[config.mk]
export PLATFORM = sky130hd
export DESIGN_NAME = uart_r
export DESIGN_NICKNAME = d
export VERILOG_FILES = /design/src/rtl/uart_r.sv
export SDC_FILE = /design/constraint.sdc
export NUM_CORES = 1
export LEC_CHECK = 0
export CORE_MARGIN = 5
export CORE_UTILIZATION = 40
export CTS_BUF_LIST = sky130_fd_sc_hd__clkbuf_4
export DETAILED_ROUTE_END_ITERATION = 10
export SLEW_MARGIN = 20
export SYNTH_ARGS = -nofsm -noshare
export SYNTH_HDL_FRONTEND = slang
export SYNTH_SLANG_ARGS = --single-unit
export TNS_END_PERCENT = 5
[constraint.sdc]
create_clock -name clk -period 10.6 [get_ports clk]
set_clock_uncertainty 0.05 [all_clocks]
set_input_delay 2.65 -clock clk [delete_from_list [all_inputs] [get_ports clk]]
set_output_delay 2.65 -clock clk [all_outputs]
set_load 0.02 [all_outputs]
[src/rtl/uart_r.sv]
// rtl/uart_r.sv - memory-mapped 8N1 UART receiver with byte FIFO and status flags
module uart_r #(
    parameter logic [31:0] DIV_RESET = 32'd1,
    parameter int          FIFO_LOG2 = 4
) (
    input  logic        clk,
    input  logic        reset,
    input  logic        sel,
    input  logic        wen,
    input  logic [31:0] addr,
    input  logic [31:0] wdata,
    output logic [31:0] rdata,
    input  logic        rx
);

    localparam int DEPTH = 1 << FIFO_LOG2;
    localparam logic [FIFO_LOG2:0] FULL_CNT = (FIFO_LOG2 + 1)'(DEPTH);

    typedef enum logic [1:0] {IDLE, START, DATA, STOP} state_t;

    state_t                 state, state_n;
    logic [31:0]            clk_div;
    logic [31:0]            cnt, cnt_n;
    logic [2:0]             bitn, bitn_n;
    logic [7:0]             shreg, shreg_n;
    logic                   rx_meta, rx_s;
    logic                   push, ferr_set;
    logic                   overrun, frame_err;

    logic [7:0]             mem [DEPTH];
    logic [FIFO_LOG2-1:0]   wptr, rptr;
    logic [FIFO_LOG2:0]     count;

    logic                   rd, wr, empty, full, pop, push_ok, ovr_set;
    logic                   unused_ok;

    assign unused_ok = &{1'b0, addr[31:8]};
    assign rd        = sel && !wen;
    assign wr        = sel && wen;
    assign empty     = (count == '0);
    assign full      = (count == FULL_CNT);
    assign pop       = rd && (addr[7:0] == 8'h00) && !empty;
    // A full FIFO still accepts a byte when a pop frees the head slot on the same edge.
    assign push_ok   = push && (!full || pop);
    assign ovr_set   = push && full && !pop;

    always_ff @(posedge clk) begin
        if (reset) begin
            rx_meta <= 1'b1;
            rx_s    <= 1'b1;
        end else begin
            rx_meta <= rx;
            rx_s    <= rx_meta;
        end
    end

    always_comb begin
        state_n  = state;
        cnt_n    = (cnt != 32'd0) ? cnt - 32'd1 : cnt;
        bitn_n   = bitn;
        shreg_n  = shreg;
        push     = 1'b0;
        ferr_set = 1'b0;
        case (state)
            IDLE: begin
                cnt_n = cnt;
                if (!rx_s) begin
                    cnt_n   = clk_div >> 1;
                    state_n = START;
                end
            end
            START: begin
                if (cnt == 32'd0) begin
                    if (!rx_s) begin
                        cnt_n   = clk_div;
                        bitn_n  = 3'd0;
                        state_n = DATA;
                    end else begin
                        state_n = IDLE;
                    end
                end
            end
            DATA: begin
                if (cnt == 32'd0) begin
                    shreg_n = {rx_s, shreg[7:1]};
                    cnt_n   = clk_div;
                    bitn_n  = bitn + 3'd1;
                    if (bitn == 3'd7) state_n = STOP;
                end
            end
            STOP: begin
                if (cnt == 32'd0) begin
                    push     = rx_s;
                    ferr_set = !rx_s;
                    state_n  = IDLE;
                end
            end
            default: state_n = IDLE;
        endcase
    end

    always_ff @(posedge clk) begin
        if (reset) begin
            state <= IDLE;
            cnt   <= 32'd0;
            bitn  <= 3'd0;
            shreg <= 8'd0;
        end else begin
            state <= state_n;
            bitn  <= bitn_n;
            shreg <= shreg_n;
            cnt   <= (wr && addr[7:0] == 8'h04) ? wdata : cnt_n;
        end
    end

    always_ff @(posedge clk) begin
        if (reset) begin
            clk_div   <= DIV_RESET;
            overrun   <= 1'b0;
            frame_err <= 1'b0;
        end else begin
            if (wr && addr[7:0] == 8'h04) clk_div <= wdata;
            // A new error in the same cycle as a clear keeps the flag set.
            if (ovr_set)                       overrun <= 1'b1;
            else if (wr && addr[7:0] == 8'h08) overrun <= 1'b0;
            if (ferr_set)                      frame_err <= 1'b1;
            else if (wr && addr[7:0] == 8'h08) frame_err <= 1'b0;
        end
    end

    always_ff @(posedge clk) begin
        if (push_ok) mem[wptr] <= shreg;
    end

    always_ff @(posedge clk) begin
        if (reset) begin
            wptr  <= '0;
            rptr  <= '0;
            count <= '0;
        end else begin
            if (push_ok) wptr <= wptr + 1'b1;
            if (pop)     rptr <= rptr + 1'b1;
            case ({push_ok, pop})
                2'b10:   count <= count + 1'b1;
                2'b01:   count <= count - 1'b1;
                default: count <= count;
            endcase
        end
    end

    always_ff @(posedge clk) begin
        if (reset) begin
            rdata <= 32'd0;
        end else if (rd) begin
            case (addr[7:0])
                8'h00:   rdata <= empty ? 32'd0 : {24'd0, mem[rptr]};
                8'h04:   rdata <= clk_div;
                8'h08:   rdata <= {29'd0, frame_err, overrun, !empty};
                default: rdata <= 32'd0;
            endcase
        end
    end

endmodule

Yosys cells after proc, flatten, opt, wreduce, memory -nomap -nowiden. Memory sizes are Yosys's and may differ from the RTL's. A register that Yosys moved wholly into a read port is not among the register bits. Index checks and enable logic that the tools add are counted.

Register bits: 126. RAM bits: 128. Bits of input ports: 69. Output and inout bits: 32. Logic and storage cells: 95. Memories kept: 1.

Add/subtract/negate cells: 6. Eq/ne operators: 16. Mux-type cells: 32. Reduce and logical (&&, ||, !) cells: 27.

Memory list: mem (depth 16, width 8, read ports 1, clocked after memory_dff 1, wr ports 1, RTL line 30) `logic [7:0] mem [DEPTH];`.

Operator list (number): 32-bit 2-to-1 mux (6); 32-bit one-hot mux with 3 select lines (2); 32-bit logical NOT (1); 32-bit nonzero test (1); 32-bit by 1-bit subtractor with 32-bit output (second input constant) (1); 2-bit 2-to-1 mux (6); 2-bit inequality test (second input constant) (6); 5-bit one-hot mux with 2 select lines (1); 1-bit logical AND (9); 1-bit 2-to-1 mux (9); 3-bit 2-to-1 mux (3); 4-bit by 1-bit adder with 4-bit output (second input constant) (2); 8-bit by 3-bit equality test with 1-bit output (second input constant) (1); 8-bit by 4-bit equality test with 1-bit output (second input constant) (1); 8-bit logical NOT (1); 4-bit 2-to-1 mux (2); 8-bit 2-to-1 mux (1); 2-bit one-hot mux with 4 select lines (1); 2-bit nonzero test (4); 2-bit equality test (second input constant) (3); 3-bit one-hot mux with 2 select lines (1); 5-bit by 1-bit adder with 5-bit output (second input constant) (1); 5-bit equality test (second input constant) (1); 1-bit logical NOT (5); other kinds (11) (12).

Depth between registers and ports, before layout. Gate-level depths: netlist (run 1).

Depth in word-level cells: 8. Mapped depth: 16. Mapped depth without buffers: 14.

Least setup slack after synthesis (run 1). No wires, ideal clock.

Kind: input-to-reg. From: input addr[1]. To: register count[4]. Library setup time: 0.078 ns. Arrival: 5.184 ns. Data required time: 10.472 ns. Path slack: 5.288 ns. Stages: 13. Path buffers: 1. Cell sequence: nor4_1 o2111ai_1 clkbuf_1 nor2_1 o21ai_1 inv_1 ha_1 nor2b_1 o21ai_0 nand2b_1 and3_1 a31o_2 nor3_1.

Longest elaborated chain between the ends: 7. Elaborated cells between the ends (all ways): 9. Those cells by class: eq/ne: 2; mux: 1; reduce/logical: 6.

RTL lines: from (decl) (RTL line 10) `input logic [31:0] addr,`; 8-bit logical NOT (*) (RTL line 42) `assign pop = rd && (addr[7:0] == 8'h00) && !empty;`; 1-bit logical AND (*) (2 in series) (RTL line 42); 1-bit logical OR (RTL line 44) `assign push_ok = push && (!full || pop);`; 1-bit logical AND (RTL line 44); 2-bit by 1-bit equality test with 1-bit output / 2-bit equality test (equally long branches) (RTL line 143) `case ({push_ok, pop})`; 5-bit one-hot mux with 2 select lines / 2-bit nonzero test (equally long branches); to (signal assigned) (RTL line 144) `2'b10: count <= count + 1'b1;`; to (signal assigned) (RTL line 145) `2'b01: count <= count - 1'b1;`; to (signal assigned) (RTL line 146) `default: count <= count;`; to (decl) (RTL line 32) `logic [FIFO_LOG2:0] count;`.

Mark *: on every way between the ends. The rest lies on a longest branch, timed or not. A chain may end at the register's enable or synchronous reset.

Final worst setup path (run 1). Same ends and word-level chain as after synthesis.

==> out/summary.md, run 1 <==
The run finished with clean final reports. Yosys mapped the design onto 75 distinct sky130hd cell types. Max-cap violations in this run came to 0. The final total negative setup slack was 0 ns; the total buffers and inverters traversed by the critical path was 2. By area the synthesized netlist is led by sky130_fd_sc_hd__edfxtp_1 (33%), sky130_fd_sc_hd__dfxtp_1 (22%), sky130_fd_sc_hd__mux4_2 (7.8%). The run gives 691 as the violation count after the first detailed-routing iteration. After floorplanning, the core was sized to cover 0.0287 mm².

The number of nets handed over by synthesis was 1152. The top cell types in the final layout, fill and taps aside, are sky130_fd_sc_hd__nand2_1 (135), sky130_fd_sc_hd__dfxtp_1 (129), sky130_fd_sc_hd__edfxtp_1 (128). The worst-case IR drop observed on VDD is 0.0000949 V. Subtracting the final worst setup slack from the clock period gives 6.27 ns.

The most frequent standard cell in the layout excluding fill and tap cells is sky130_fd_sc_hd__nand2_1. The number of clock buffers added by TritonCTS is 68. Top cell type by total area after synthesis: sky130_fd_sc_hd__edfxtp_1.

The critical path's top delay family was simple AND/OR/NAND/NOR gates. 101 I/O pins were placed. The completed layout was analyzed and its total power is 0.00220 W. By startpoint and endpoint, the worst setup path is classified as in2reg. The logs give 5 for the length of the first detailed-routing pass in iterations and 1 for the initial antenna violation count.

The startpoint of the tightest hold check path is rx_meta. The detailed-route wire length per cell was 20.4 µm; the net switching component of the power was 0.000576 W. Global routing finished with a remaining overflow of 0.

STA classifies the critical path endpoint as a flip-flop. The tools report the via count of the first global-routing pass as 8679. The layout cell share with drive strength beyond 1 was 0.166. The logs give 0.840 for the global placement routability congestion and 0.481 for the share of total power in sequential cells.

The power density over the cells is 162 mW/mm², and the number of remaining DRC errors is 0. The logs give 1232 for the final net count and 0 for the number of pins with negative max-slew slack in the final report. The total track usage is 0.196, and the synthesized instance count is 1070.

Once the clock tree was built, the resizer swapped 0 gates to a different size. At the worst endpoint, the required time is 11.13 ns. The worst-case setup margin in the final layout is 4.33 ns.

The depth of the worst register-to-register path was 12; the remaining antenna violation count after routing was 0. The area fraction of the dominant cell type after synthesis was 0.331; the height of the chip was 180 µm. Post-CTS timing repair inserted 0 buffers for setup.

The count of cells along the worst hold path is 1, and the via total after detailed routing is 8909. The synthesized area per cell works out to 10.8 µm². The share of power burned in combinational logic came out at 0.102. The run gives 0.290 as the worst max-slew margin expressed relative to the limit. In the synthesized netlist the dominant register cell turns out to be sky130_fd_sc_hd__dfxtp_1. The internal power of the cells totals 0.00163 W. After clock tree synthesis, the clock-pin slew on the worst setup and hold paths is 0.07 ns. Type of element launching the critical path: an input pin.

In this run the horizontal extent of the chip is 180 µm. In this run the critical register-to-register path is launched from cnt[7]. The largest buffer count on any clock path was 3; the peak clock frequency supported by timing was 0.159 GHz.

Entering global routing, the biggest net connects 85 pins. Summing every instance area after synthesis gives 0.0116 mm². Summed over all nets, the half-perimeter wirelength after detailed placement is 21400 µm.

The clock latency at the later pin of the worst-skew pair is 0.67 ns, and the yosys synthesis warning count is 0. The sequential share of the synthesized area came out at 0.555. On the worst path, the slowest cell contributes a delay of 0.83 ns. Share of synthesized registers carrying an async set or reset: 0. The tightest min-delay check is of the reg2reg type.

The share of the cycle needed by the critical path after routing was 0.592; the arrival time of the worst setup path was 6.80 ns. Final-report hold violation count: 0. Wires add up to 32300 µm.

Critical-path maximum fanout: 11. After synthesis the netlist holds a flip-flop and latch count of 258. Before CTS, the worst setup slack after placement is 3.65 ns. The first global-routing pass estimated 50600 µm of wire.

For the number of failing setup endpoints in the final timing report, the log shows 0. Summed over all cells, the static leakage comes to 4.44 nW. Traced cell by cell, the critical path runs through clkdlybuf4s50_1 -> nor4_1 -> o2111ai_1 -> nor2_1 -> o21ai_1 -> inv_1 -> ha_1 -> nor2b_1 -> o21ai_0 -> nand2b_1 -> and3_1 -> a31o_2 -> nor3_1. For the pin with the worst max-slew slack, the measured transition is 1.06 ns.

The endpoint of the worst register-to-register path was count[4]. The tools report the clock network power share as 0.417. The logs give 0.0325 mm² for the area of the die and 62 for the floorplan row count. From synthesis to final layout, the design area changed by 17.1%. The count of buffers added on input and output ports is 76. The setup check on the worst reg-to-reg path leaves a slack of 6.47 ns. The post-detailed-route via-to-cell ratio was 5.61. Switching power share of the total: 0.261. For this design, the slowest cell found on the critical path is sky130_fd_sc_hd__nor4_1.

CTS saw 258 sinks. The tools report the endpoint of the worst hold path as rx_s. The root buffer cell chosen for the clock tree is sky130_fd_sc_hd__clkbuf_4.

Setup repair after global routing left no endpoint under its margin. The depth of the CTS H-tree came out at 3. Buffers inserted to repair hold after CTS numbered 0. TritonCTS built the clock tree. Initial standard-cell utilization of the core: 0.404. On the final layout, the worst hold slack is 0.352 ns. Counting flops with a built-in enable in the synthesized netlist gives 128.
[logic make-up (layout without fill, tap and decap cells)]
kind of cell,count (synthesis),after routing,synth area share
other,0,2,0
muxes,45,45,0.0819
xor gates and xnor gates,14,14,0.0106
buffers and inverters,97,229,0.0339
DFF,258,258,0.555
AOI/OAI and AO/OA,274,274,0.148
and+or+nand+nor,369,369,0.155
adders and majority gates,13,13,0.0147
[synth_stat cells (6+ instances only)]
cell	n
sky130_fd_sc_hd__nand4_1	20
sky130_fd_sc_hd__nor2_1	65
sky130_fd_sc_hd__o21a_1	6
sky130_fd_sc_hd__nand2b_1	14
sky130_fd_sc_hd__o21ai_0	52
sky130_fd_sc_hd__ha_1	12
sky130_fd_sc_hd__mux4_2	40
sky130_fd_sc_hd__nor3_1	35
sky130_fd_sc_hd__a211oi_1	9
sky130_fd_sc_hd__edfxtp_1	128
sky130_fd_sc_hd__clkbuf_1	61
sky130_fd_sc_hd__dfxtp_1	130
sky130_fd_sc_hd__nand3_1	45
sky130_fd_sc_hd__o221ai_1	6
sky130_fd_sc_hd__buf_1	10
sky130_fd_sc_hd__buf_2	8
sky130_fd_sc_hd__nor4_1	11
sky130_fd_sc_hd__nand2_1	135
sky130_fd_sc_hd__a31oi_1	16
sky130_fd_sc_hd__inv_1	15
sky130_fd_sc_hd__a221oi_1	13
sky130_fd_sc_hd__a21oi_1	112
sky130_fd_sc_hd__xor2_1	7
sky130_fd_sc_hd__and3_1	8
sky130_fd_sc_hd__xnor2_1	7
[layout make-up]
| type | count | area [µm²] |
|---|---|---|
| Tap cell | 384 | 480 |
| Timing Repair Buffer | 92 | 878 |
| Antenna cell | 2 | 5.00 |
| Sequential cell | 258 | 6450 |
| Clock buffer | 106 | 796 |
| Fill cell | 2683 | 15100 |
| Multi-Input combinational cell | 715 | 4800 |
| Clock inverter | 16 | 126 |
| Inverter | 15 | 56.3 |
[power groups by stage]
stage | sequential, W | clock [W] | combinational, W
final | 0.00106 | 0.000918 | 0.000225
after global routing | 0.00106 | 0.00100 | 0.000247
after CTS | 0.00106 | 0.000945 | 0.000224
after detailed placement | 0.00108 | 0 | 0.000223
after global placement | 0.00108 | 0 | 0.000220
after floorplan | 0.00108 | 0 | 0.000152
[metrics by stage]
| stage | area (µm²) | std cells | utilization |
|---|---|---|---|
| final | 13600 | 1588 | 0.473 |
| after CTS | 13600 | 1586 | 0.473 |
| after global placement | 12700 | 1464 | 0.441 |
| after detailed placement | 12700 | 1464 | 0.441 |
| after global routing | 13600 | 1588 | 0.473 |
| after floorplan | 11600 | 1070 | - |
[per-layer routing]
metal | share of wire | track usage | up-vias
met3 | 0.062 | 0.0394 | 66
met5 | 0 | 0 | -
li1 | - | - | 4235
met2 | 0.48 | 0.319 | 322
met4 | 0.028 | 0.0735 | 0
met1 | 0.43 | 0.261 | 4286
[sequential cells by signal, indices dropped and copies added (netlist names), 3 cells and up, named ones only]
signal	cells
mem	128
cnt	32
rdata	32
wptr	4
bitn	3
clk_div	32
shreg	8
count	5
rptr	4
[worst max-delay path by stage]
| stage | startpoint | end | slack (ns) | cells past startpoint |
|---|---|---|---|---|
| 2_1_floorplan | addr[1] | count[4] | 5.29 | 13 |
| 3_3_place_gp | addr[1] | count[4] | 3.76 | 13 |
| 3_5_place_dp | addr[1] | count[4] | 3.65 | 13 |
| 4_1_cts | addr[1] | count[4] | 4.34 | 13 |
| 5_1_grt | addr[1] | count[4] | 3.86 | 13 |
| 6_report | addr[1] | count[4] | 4.33 | 13 |
No activity file was read; power rests on OpenSTA's default activity.
==> inputs of run 2 (changes only) <==
==> constraint.sdc (replaced) <==
create_clock -name clk -period 5.2 [get_ports clk]
set_clock_uncertainty 0.05 [all_clocks]
set_input_delay 1.3 -clock clk [delete_from_list [all_inputs] [get_ports clk]]
set_output_delay 1.3 -clock clk [all_outputs]
set_load 0.02 [all_outputs]
==> run 2 against run 1 <==
  * First-iteration DRC count grew 22%
  * Count of clock-buffer cells in the layout is 1 higher
  * Sequential cell count unchanged
  * Global-route usage grew 0.098 points
  * Critical path type is now reg2reg
  * Sequential power grew 100%
  * Largest power group unchanged
==> out/summary.md, run 2 (synthesis gave the netlist of run 1 again) <==
Flip-flop count of the largest register, all copies and words added: 128. The final total negative setup slack is 0 ns. The total track usage was 0.197; the floorplan row count was 62. The signal on the critical path passes through or3_1 -> nor3_1 -> nand3_1 -> buf_4 -> o21ai_1 -> inv_1 -> ha_1 -> nor2b_1 -> o21ai_0 -> nand2b_1 -> and3_1 -> a31o_2 -> nor3_1. The overall power was 0.00450 W. STA puts the critical path data arrival time at 4.42 ns. In this run the number of H-tree levels came out at 3. The worst-case vdd ir drop came out at 0.000140 V. STA classifies the critical path startpoint as a flip-flop.

Across all setup checks in the final design, the least slack found is 1.29 ns. The critical-path maximum fanout works out to 11. Pre-CTS worst setup slack: 0.704 ns. The flow ran to the end, and the final reports show no timing, DRC or antenna violations.

On the final layout, the worst hold slack is 0.367 ns. For the number of pins with negative max-slew slack in the final report, the log shows 0. Clock latency on the worst-skew pair, taken at its later pin, is 0.68 ns.

The standard cell with the maximum stage delay on the critical path was sky130_fd_sc_hd__nor3_1. The tools report the initial antenna violation count as 1. No sink is reached through more buffers than the 3 on the longest clock path.

After floorplanning, the core was sized to cover 0.0287 mm². At the end of the flow, the number of nets in the layout was 1254. The routed layout has 9247 vias. The number of fillers in the final layout came out at 2658. The floorplan step set the die width to 180 µm. The type of the worst min-delay path was reg2reg. The run gives 9034 as the via count of the first global-routing pass. Together, buffers and inverters on the worst path number 2. After the first detailed-routing iteration, the DRC count stood at 840.

The clock net sink count is 258. Setup repair after global routing left no endpoint under its margin. The critical path's top delay family is simple AND/OR/NAND/NOR gates. The buffer cell driving the clock tree root was sky130_fd_sc_hd__clkbuf_4. Final critical-path required period: 3.91 ns. In this run, CTS created clock tree buffers numbering 70. The wire-length estimate of the detail-placed layout is 22000 µm.

The tools report the total leakage power as 4.55 nW. The library cells used most frequently in the layout, excluding fill and tap cells, are sky130_fd_sc_hd__nand2_1 (135), sky130_fd_sc_hd__dfxtp_1 (129), sky130_fd_sc_hd__edfxtp_1 (128). The tools report the initial standard-cell utilization of the core as 0.404. The register with the highest flop count was mem.

For the final-report hold violation count, the log shows 0. Relative to the synthesized area, the layout overhead comes to 18.3%. Share of the cycle needed by the critical path after routing: 0.753. The tools report the global placement routability congestion as 0.863. Port buffering added 76 buffers. The floorplan step defined a die boundary enclosing 0.0325 mm².

Remaining antenna violation count after routing: 0. Using the TritonRoute via totals, the vias-per-cell ratio works out to 5.76. The slew at the pin closest to its max-slew limit was 0.887 ns.

The critical path class is reg2reg. The post-CTS repair timing setup buffer count is 0, and the worst max-slew margin expressed relative to the limit is 0.409. For this run, design rule violations remaining after detail routing come to 0. The detailed-route wire length per cell came out at 20.6 µm.

Leaving out fill and tap cells, the most frequent cell in the layout is sky130_fd_sc_hd__nand2_1. The worst setup path is captured at a flip-flop. The length of the first detailed-routing pass in iterations came out at 5. The first-pass GRT wire length was 50700 µm; the count of pins on the block boundary was 101.

For this run, the slowest stage of the critical path takes 0.69 ns. The tools report the number of buffers added to fix hold violations after cts as 0. From bottom edge to top edge, the die measures 180 µm. Setup violations remaining at the end of the flow were counted as 0. Entering global routing, the biggest net connects 74 pins.

The required time reported for the critical path endpoint was 5.70 ns; the power density over the cells was 328 mW/mm². After clock tree synthesis, the repair step resized 0 gates. Max-cap violations in this run came to 0. The layout cell share with drive strength beyond 1 was 0.182; the clock slew at the register clock pins of the worst setup and hold paths was 0.06 ns. Sum of routed wire length over all layers: 33100 µm. The cell repeated most along the worst path was sky130_fd_sc_hd__nor3_1. TritonCTS built the clock tree. For this run the aggregate overflow at the end of global routing stands at 0. The tools report the peak clock frequency supported by timing as 0.256 GHz.
run 2: path summary, 6_finish.rpt:
path                 from       end  slack, ns  cells after the start
hold reg to reg   rx_meta      rx_s       0.37                      1
setup / recovery   cnt[7]  count[4]       1.29                     13
setup reg to reg   cnt[7]  count[4]       1.29                     13
hold / removal    rx_meta      rx_s       0.37                      1
run 2: metal layers:
layer  track usage  vias to the layer above  share of wire
li1              -                     4276              -
met1         0.265                     4529           0.44
met2         0.308                      371           0.45
met3        0.0472                       71          0.069
met4        0.0820                        0          0.034
met5             0                        -              0
run 2: final cells by class:
| class | count | area [µm²] | share of cell area |
|---|---|---|---|
| clock inverters | 12 | 109 | 0.00793 |
| well taps | 384 | 480 | 0.0350 |
| multi-input cells | 715 | 4800 | 0.349 |
| inverters | 15 | 56.3 | 0.00410 |
| flip-flops and latches | 258 | 6450 | 0.470 |
| diodes | 2 | 5.00 | 0.000365 |
| clock buffers | 107 | 803 | 0.0585 |
| repair buffers | 112 | 1030 | 0.0749 |
run 2: where the power goes:
| group | internal [W] | total, W | switching (W) |
|---|---|---|---|
| combinational | 0.000162 | 0.000471 | 0.000308 |
| sequential | 0.00214 | 0.00217 | 0.0000297 |
| clock | 0.00103 | 0.00186 | 0.000831 |
| total | 0.00333 | 0.00450 | 0.00117 |
run 2: worst reg2reg max path, stage by stage, from the launching register on:
cell,delay [ns]
sky130_fd_sc_hd__dfxtp_1,0.36
sky130_fd_sc_hd__or3_1,0.49
sky130_fd_sc_hd__nor3_1,0.70
sky130_fd_sc_hd__nand3_1,0.18
sky130_fd_sc_hd__buf_4,0.24
sky130_fd_sc_hd__o21ai_1,0.31
sky130_fd_sc_hd__inv_1,0.15
sky130_fd_sc_hd__ha_1,0.34
sky130_fd_sc_hd__nor2b_1,0.14
sky130_fd_sc_hd__o21ai_0,0.17
sky130_fd_sc_hd__nand2b_1,0.11
sky130_fd_sc_hd__and3_1,0.20
sky130_fd_sc_hd__a31o_2,0.24
sky130_fd_sc_hd__nor3_1,0.13
run 2: through the flow:
step,utilization,std cells,cell area (µm²)
final,0.478,1605,13700
after global placement,0.446,1484,12800
after global routing,0.478,1605,13700
after floorplan,-,1070,11600
after CTS,0.478,1603,13700
after detailed placement,0.446,1484,12800
